$ cat src/rtl/sumador_3_lanes.sv
// sumador_3_lanes: three-stage pipelined two's-complement adder.
// The operands are cut into three lanes (LSB lane first); each pipeline
// stage adds one lane plus the carry from the stage before, so the carry
// chain in any one stage is at most one lane wide. A valid bit travels
// alongside the data. The result and overflow registers only load for
// valid slots, so they hold their last value between results.
module sumador_3_lanes #(
    parameter int WIDTH  = 11,  // operand/result width, 9..32
    parameter int LANE_W = 4    // width of lanes 0 and 1
) (
    input  logic             clk,
    input  logic             rst_n,
    input  logic             in_valid,
    input  logic [WIDTH-1:0] dataa,
    input  logic [WIDTH-1:0] datab,
    output logic [WIDTH-1:0] result,
    output logic             out_valid,
    output logic             overflow
);

    // Width of the top lane; whatever is left above lanes 0 and 1.
    localparam int L2_W = WIDTH - 2 * LANE_W;

    // ------------------------------------------------------------------
    // Pipeline state
    // ------------------------------------------------------------------
    // valid_sr[0] = stage 1, valid_sr[1] = stage 2, valid_sr[2] = stage 3
    logic [2:0]        valid_sr;

    // Stage 1: lane0 sum and carry, untouched upper-lane operands.
    logic [LANE_W-1:0] s1_sum0;
    logic              s1_c;
    logic [LANE_W-1:0] s1_a1;
    logic [LANE_W-1:0] s1_b1;
    logic [L2_W-1:0]   s1_a2;
    logic [L2_W-1:0]   s1_b2;

    // Stage 2: lane0 and lane1 sums, carry into lane2, lane2 operands.
    logic [LANE_W-1:0] s2_sum0;
    logic [LANE_W-1:0] s2_sum1;
    logic              s2_c;
    logic [L2_W-1:0]   s2_a2;
    logic [L2_W-1:0]   s2_b2;

    // ------------------------------------------------------------------
    // Per-lane adders (combinational, one per stage)
    // ------------------------------------------------------------------
    logic [LANE_W:0]   lane0_add;  // carry-out in the top bit
    logic [LANE_W:0]   lane1_add;  // carry-out in the top bit
    logic [L2_W-1:0]   lane2_add;  // carry-out discarded: modulo 2^WIDTH
    logic              ovf_next;

    // Lane adders: lane0 has carry-in 0, lanes 1 and 2 take the registered carry.
    always_comb begin
        // NOTE: every always_comb output gets a default first so no path can leave it unassigned and infer a latch.
        lane0_add = '0;
        lane1_add = '0;
        lane2_add = '0;
        ovf_next  = 1'b0;

        lane0_add = {1'b0, dataa[LANE_W-1:0]} + {1'b0, datab[LANE_W-1:0]};
        lane1_add = {1'b0, s1_a1} + {1'b0, s1_b1} + (LANE_W + 1)'(s1_c);
        lane2_add = s2_a2 + s2_b2 + L2_W'(s2_c);

        // Signed overflow: operands agree in sign but the sum does not.
        ovf_next  = (s2_a2[L2_W-1] == s2_b2[L2_W-1]) &&
                    (lane2_add[L2_W-1] != s2_a2[L2_W-1]);
    end

    // ------------------------------------------------------------------
    // Stage 1
    // ------------------------------------------------------------------
    // Stage 1 register: lane0 sum/carry plus the lane1/lane2 operand bits.
    always_ff @(posedge clk or negedge rst_n) begin
        // NOTE: sequential state uses non-blocking assignments so every register samples pre-edge values, as real flops do.
        if (!rst_n) begin
            s1_sum0 <= '0;
            s1_c    <= 1'b0;
            s1_a1   <= '0;
            s1_b1   <= '0;
            s1_a2   <= '0;
            s1_b2   <= '0;
        end else begin
            s1_sum0 <= lane0_add[LANE_W-1:0];
            s1_c    <= lane0_add[LANE_W];
            s1_a1   <= dataa[2*LANE_W-1:LANE_W];
            s1_b1   <= datab[2*LANE_W-1:LANE_W];
            s1_a2   <= dataa[WIDTH-1:2*LANE_W];
            s1_b2   <= datab[WIDTH-1:2*LANE_W];
        end
    end

    // ------------------------------------------------------------------
    // Stage 2
    // ------------------------------------------------------------------
    // Stage 2 register: lane1 sum/carry, lane0 sum and lane2 operands forwarded.
    always_ff @(posedge clk or negedge rst_n) begin
        if (!rst_n) begin
            s2_sum0 <= '0;
            s2_sum1 <= '0;
            s2_c    <= 1'b0;
            s2_a2   <= '0;
            s2_b2   <= '0;
        end else begin
            s2_sum0 <= s1_sum0;
            s2_sum1 <= lane1_add[LANE_W-1:0];
            s2_c    <= lane1_add[LANE_W];
            s2_a2   <= s1_a2;
            s2_b2   <= s1_b2;
        end
    end

    // ------------------------------------------------------------------
    // Stage 3 (outputs)
    // ------------------------------------------------------------------
    // Output register: loads the assembled sum and overflow only for valid slots.
    always_ff @(posedge clk or negedge rst_n) begin
        if (!rst_n) begin
            result   <= '0;
            overflow <= 1'b0;
        end else if (valid_sr[1]) begin
            result   <= {lane2_add, s2_sum1, s2_sum0};
            overflow <= ovf_next;
        end
    end

    // ------------------------------------------------------------------
    // Valid chain
    // ------------------------------------------------------------------
    // Valid shift chain: advances every cycle, no stall; reset flushes in-flight slots.
    always_ff @(posedge clk or negedge rst_n) begin
        if (!rst_n) begin
            valid_sr <= '0;
        end else begin
            valid_sr <= {valid_sr[1:0], in_valid};
        end
    end

    assign out_valid = valid_sr[2];

endmodule

$ cat config.mk
export PLATFORM = sky130hd
export DESIGN_NAME = sumador_3_lanes
export DESIGN_NICKNAME = d
export VERILOG_FILES = /design/src/rtl/sumador_3_lanes.sv
export SDC_FILE = /design/constraint.sdc
export NUM_CORES = 1
export LEC_CHECK = 0
export BUFFER_PORTS_ARGS = -buffer_cell sky130_fd_sc_hd__buf_2
export CORE_MARGIN = 2
export CORE_UTILIZATION = 30
export CTS_CLUSTER_SIZE = 20
export DETAILED_ROUTE_END_ITERATION = 6
export PLACE_DENSITY_LB_ADDON = 0.1
export SLEW_MARGIN = 15
export SYNTH_ARGS = -nofsm -noshare
export SYNTH_HDL_FRONTEND = slang
export SYNTH_SLANG_ARGS = --single-unit
$ cat constraint.sdc
create_clock -name clk -period 2.35 [get_ports clk]
set_input_delay 0.5875 -clock clk [delete_from_list [all_inputs] [get_ports clk]]
set_output_delay 0.5875 -clock clk [all_outputs]
set_load 0.05 [all_outputs]
Word level (Yosys, flattened, before mapping)
Index checks and enable logic that the tools add are counted.
- $add $sub $neg: 5
- multiply operators: 0
- divide/modulo/power cells: 0
- order comparisons: 0
- eq/ne operators: 2
- shift operators: 0
- multiplexer cells: 0
- bitwise operators: 0
- reductions and logical operators: 1
- operators with widths (cell ; count):
    4-bit by 4-bit adder with 5-bit output ; 2
    5-bit by 1-bit adder with 5-bit output ; 1
    3-bit by 1-bit adder with 3-bit output ; 1
    3-bit adder ; 1
    1-bit == test ; 1
    1-bit logical AND ; 1
    1-bit != test ; 1
- bits in registers: 49
- latch bits: 0
- bits in writable memories: 0
- memory bits (read-only): 0
- input port bits: 25
- output and inout bits: 13
- memories: 0

Longest topological paths before layout
- word-level depth: 4
- mapped depth: 7
- depth with buffers taken out: 7

Worst setup path after synthesis
No wires, ideal clock.
- path type: register to register
- start point: reg s2_c
- end point: reg result[10]
- library setup time: 0.125 ns
- arrival: 1.512 ns
- required time: 2.225 ns
- slack: 0.713 ns
- cell stages (with the launch flop): 8
- buffers on the path: 0
- period minus slack after synthesis: 1.637 ns
- cell sequence: dfrtp_1 > inv_1 > fa_1 > inv_1 > fa_1 > xnor2_1 > xnor2_1 > mux2_4
- longest elaborated chain between the ends: 1
- RTL lines (element ; line ; RTL):
    from (decl) ; 41 ; logic s2_c;
    from (signal assigned) ; 107 ; s2_c <= lane1_add[LANE_W];
    3-bit by 1-bit adder with 3-bit output ; 63 ; lane2_add = s2_a2 + s2_b2 + L2_W'(s2_c);
    to (signal assigned) ; 122 ; result <= {lane2_add, s2_sum1, s2_sum0};
    to (decl) ; 16 ; output logic [WIDTH-1:0] result,
No other way between the ends.
A chain may end at the register's enable or synchronous reset.

Worst setup path in the final report
Ends and elaborated chain as after synthesis.

==> impl_metrics.ini <==
[status]
outcome = completed

[logic_synthesis]
synth_area_mm2 = 0.00172
yosys.cell_types.count = 17
netlist_top_cells_count = dfrtp_1, inv_1, mux2_2, ha_1
yosys-top-cells-area = dfrtp_1, mux2_2, fa_1
synthFlopType = dfrtp_1
synthArstFlopShare = 1.00
avgSynthCellArea_um2 = 16.9
yosys_warnings = 0
synth-seq-area-share = 0.713
synth_most_common_cell = dfrtp_1
yosysTopAreaCellShare = 0.713
syn_inst = 102
yosys.area.top_type = dfrtp_1
synth-edff-count = 0
syn-num-nets = 139
synth-seq-cells = 49

[finish]
diodes = 0
postLayoutCoreUtil = 0.381
layout.cells.non_filler = 218
area_delta_synth_final_pct = 22.1
post-route-cell-area_mm2 = 0.00210
fin_nets = 183
drive_gt1_frac = 0.384
fillCellCount = 529

[detailed_routing]
ant_nets = 0
avgViaCountPerCell = 4.00
wl_per_cell_um = 11.0
vias = 872
drtIter0Drc = 43
routed_wl_um = 2390
drc = 0
drt_first_pass_iters = 2

[power]
swShare = 0.286
power_density_mw_per_mm2 = 922
switchingPower_w = 0.000554
clkPwrFrac = 0.289
vdd_drop_max_mv = 0.301
power_frac_comb = 0.198
p_leak_nw = 1.04
pwr-share-seq = 0.513
p_int_w = 0.00138
finalPower_w = 0.00194

[clocking]
cts_setup_buffers = 0
clkTransAtPathRegs_ps = 80
clock-sinks = 49
clockBufferDepth = 2
postCtsHoldBufs = 0
htree_levels = 2
cts-buffers-inserted = 5
clkLatencyLatePin_ps = 290
cts_resized = 0
root_buffer = clkbuf_8
tritoncts = done

[placement]
gp_congestion = 0.719
io_buffers = 37
dpl_cell_area_mm2 = 0.00199
dp.cells = 211
dp_hpwl_um = 1770

[sta]
slew_viol_final = 0
slew_headroom = 0.603
rsz0062_at_grt = no
fin_crit_sh = 0.728
fin_skew_ps = 4.47
worst_pin_slew_ps = 596
period_minus_slack_ps = 1710
max_freq_mhz = 585
hold_viol = 0
finalSetupViolations = 0
setup_tns_ps = 0

[critical_path]
required_ps = 2530
critical_path_peak_fanout = 3
critPathKind = flip-flop to flip-flop
startpoint_type = flip-flop
critical_path_arrival_ps = 1890
end_kind = flip-flop

[floorplan]
io_pins = 38
core_region_area_mm2 = 0.00551
initial_core_util = 0.312
die_area_mm2 = 0.00635
die_w_um = 79.7
fp.dieH_um = 79.7
rows = 27

[grt]
grt_max_degree = 26
grt_overflow = 0
antenna_found_initial = 0
grt_pass1_wl_um = 4300
gr-usage-all-layers = 0.0905
grt_pass1_vias = 965

[run]
drv_cap = 0

[hold_path]
worstHoldPathType = input pin to async pin
cell type report:
type	instances	area [um2]	area share
tap	72	90.1	0.0429
clock buffer	5	68.8	0.0328
clock inverter	2	35.0	0.0167
multi-input combinational	43	452	0.215
timing repair buffer	38	193	0.0918
sequential	49	1230	0.584
inverter	9	33.8	0.0161
layout by cell type, fill, tap and decap left out:
master,count
and3b_2,1
a21o_1,4
clkinv_2,1
nand2b_1,1
ha_1,7
xnor2_1,5
xor2_1,1
buf_4,1
a21oi_1,4
o21ai_0,1
bufinv_16,1
dfrtp_1,49
nor2b_1,1
mux2i_1,1
nor2_1,2
fa_1,5
mux2_2,9
mux2_4,1
buf_2,37
inv_1,9
clkbuf_8,5
sequential cells by signal (all words and copies together), names as in the netlist, 3 cells and up:
name	count
s1_b2	3
s1_b1	4
s2_a2	3
valid_sr	3
s1_a2	3
s2_b2	3
s1_sum0	4
s1_a1	4
s2_sum0	4
s2_sum1	4
result	11
kinds of logic after synthesis:
kind of cell	count (synthesis)	share of synthesized area
DFF	49	0.713
adders and majority gates	12	0.109
muxes	11	0.0735
buffers and inverters	10	0.0240
AOI/OAI and AO/OA	9	0.0320
xor gates and xnor gates	6	0.0306
and+or+nand+nor	5	0.0175
critical path, cell delays in order (launching register included):
cell and delay, ps:
dfrtp_1 370, inv_1 80, fa_1 170, inv_1 50
fa_1 410, xnor2_1 160, xnor2_1 120, mux2_4 250
worst paths after layout:
check                      startpoint           to  slack, ps  cells past startpoint
max reg2reg                      s2_c   result[10]        640                      7
max in group asynchronous       rst_n     s1_a1[3]       1370                      2
min reg2reg                s1_sum0[2]   s2_sum0[2]        350                      0
min                             rst_n  valid_sr[2]        270                      1
max                              s2_c   result[10]        640                      7
min in group clk           s1_sum0[2]   s2_sum0[2]        350                      0
metrics by stage:
stage | hold slack, ps | setup WS (ps)
floorplan | 292 | 713
global placement | 332 | 603
detailed placement | 335 | 585
CTS | 283 | 625
global route | 292 | 573
finish | 272 | 640
power groups by stage:
stage,Clock [W],Combinational [W],Sequential (W)
detailed placement,0,0.000391,0.00101
finish,0.000559,0.000384,0.000992
CTS,0.000587,0.000392,0.000996
global placement,0,0.000388,0.00101
global route,0.000626,0.000418,0.00101
floorplan,0,0.000112,0.00117
routing by layer:
| metal | vias up | GRT usage | share of wire |
|---|---|---|---|
| met5 | - | 0 | 0 |
| met4 | 0 | 0.0310 | 0.0042 |
| met3 | 2 | 0.0351 | 0.069 |
| met2 | 24 | 0.156 | 0.53 |
| met1 | 433 | 0.102 | 0.40 |
| li1 | 413 | - | - |
No activity file was read; power rests on OpenSTA's default activity.
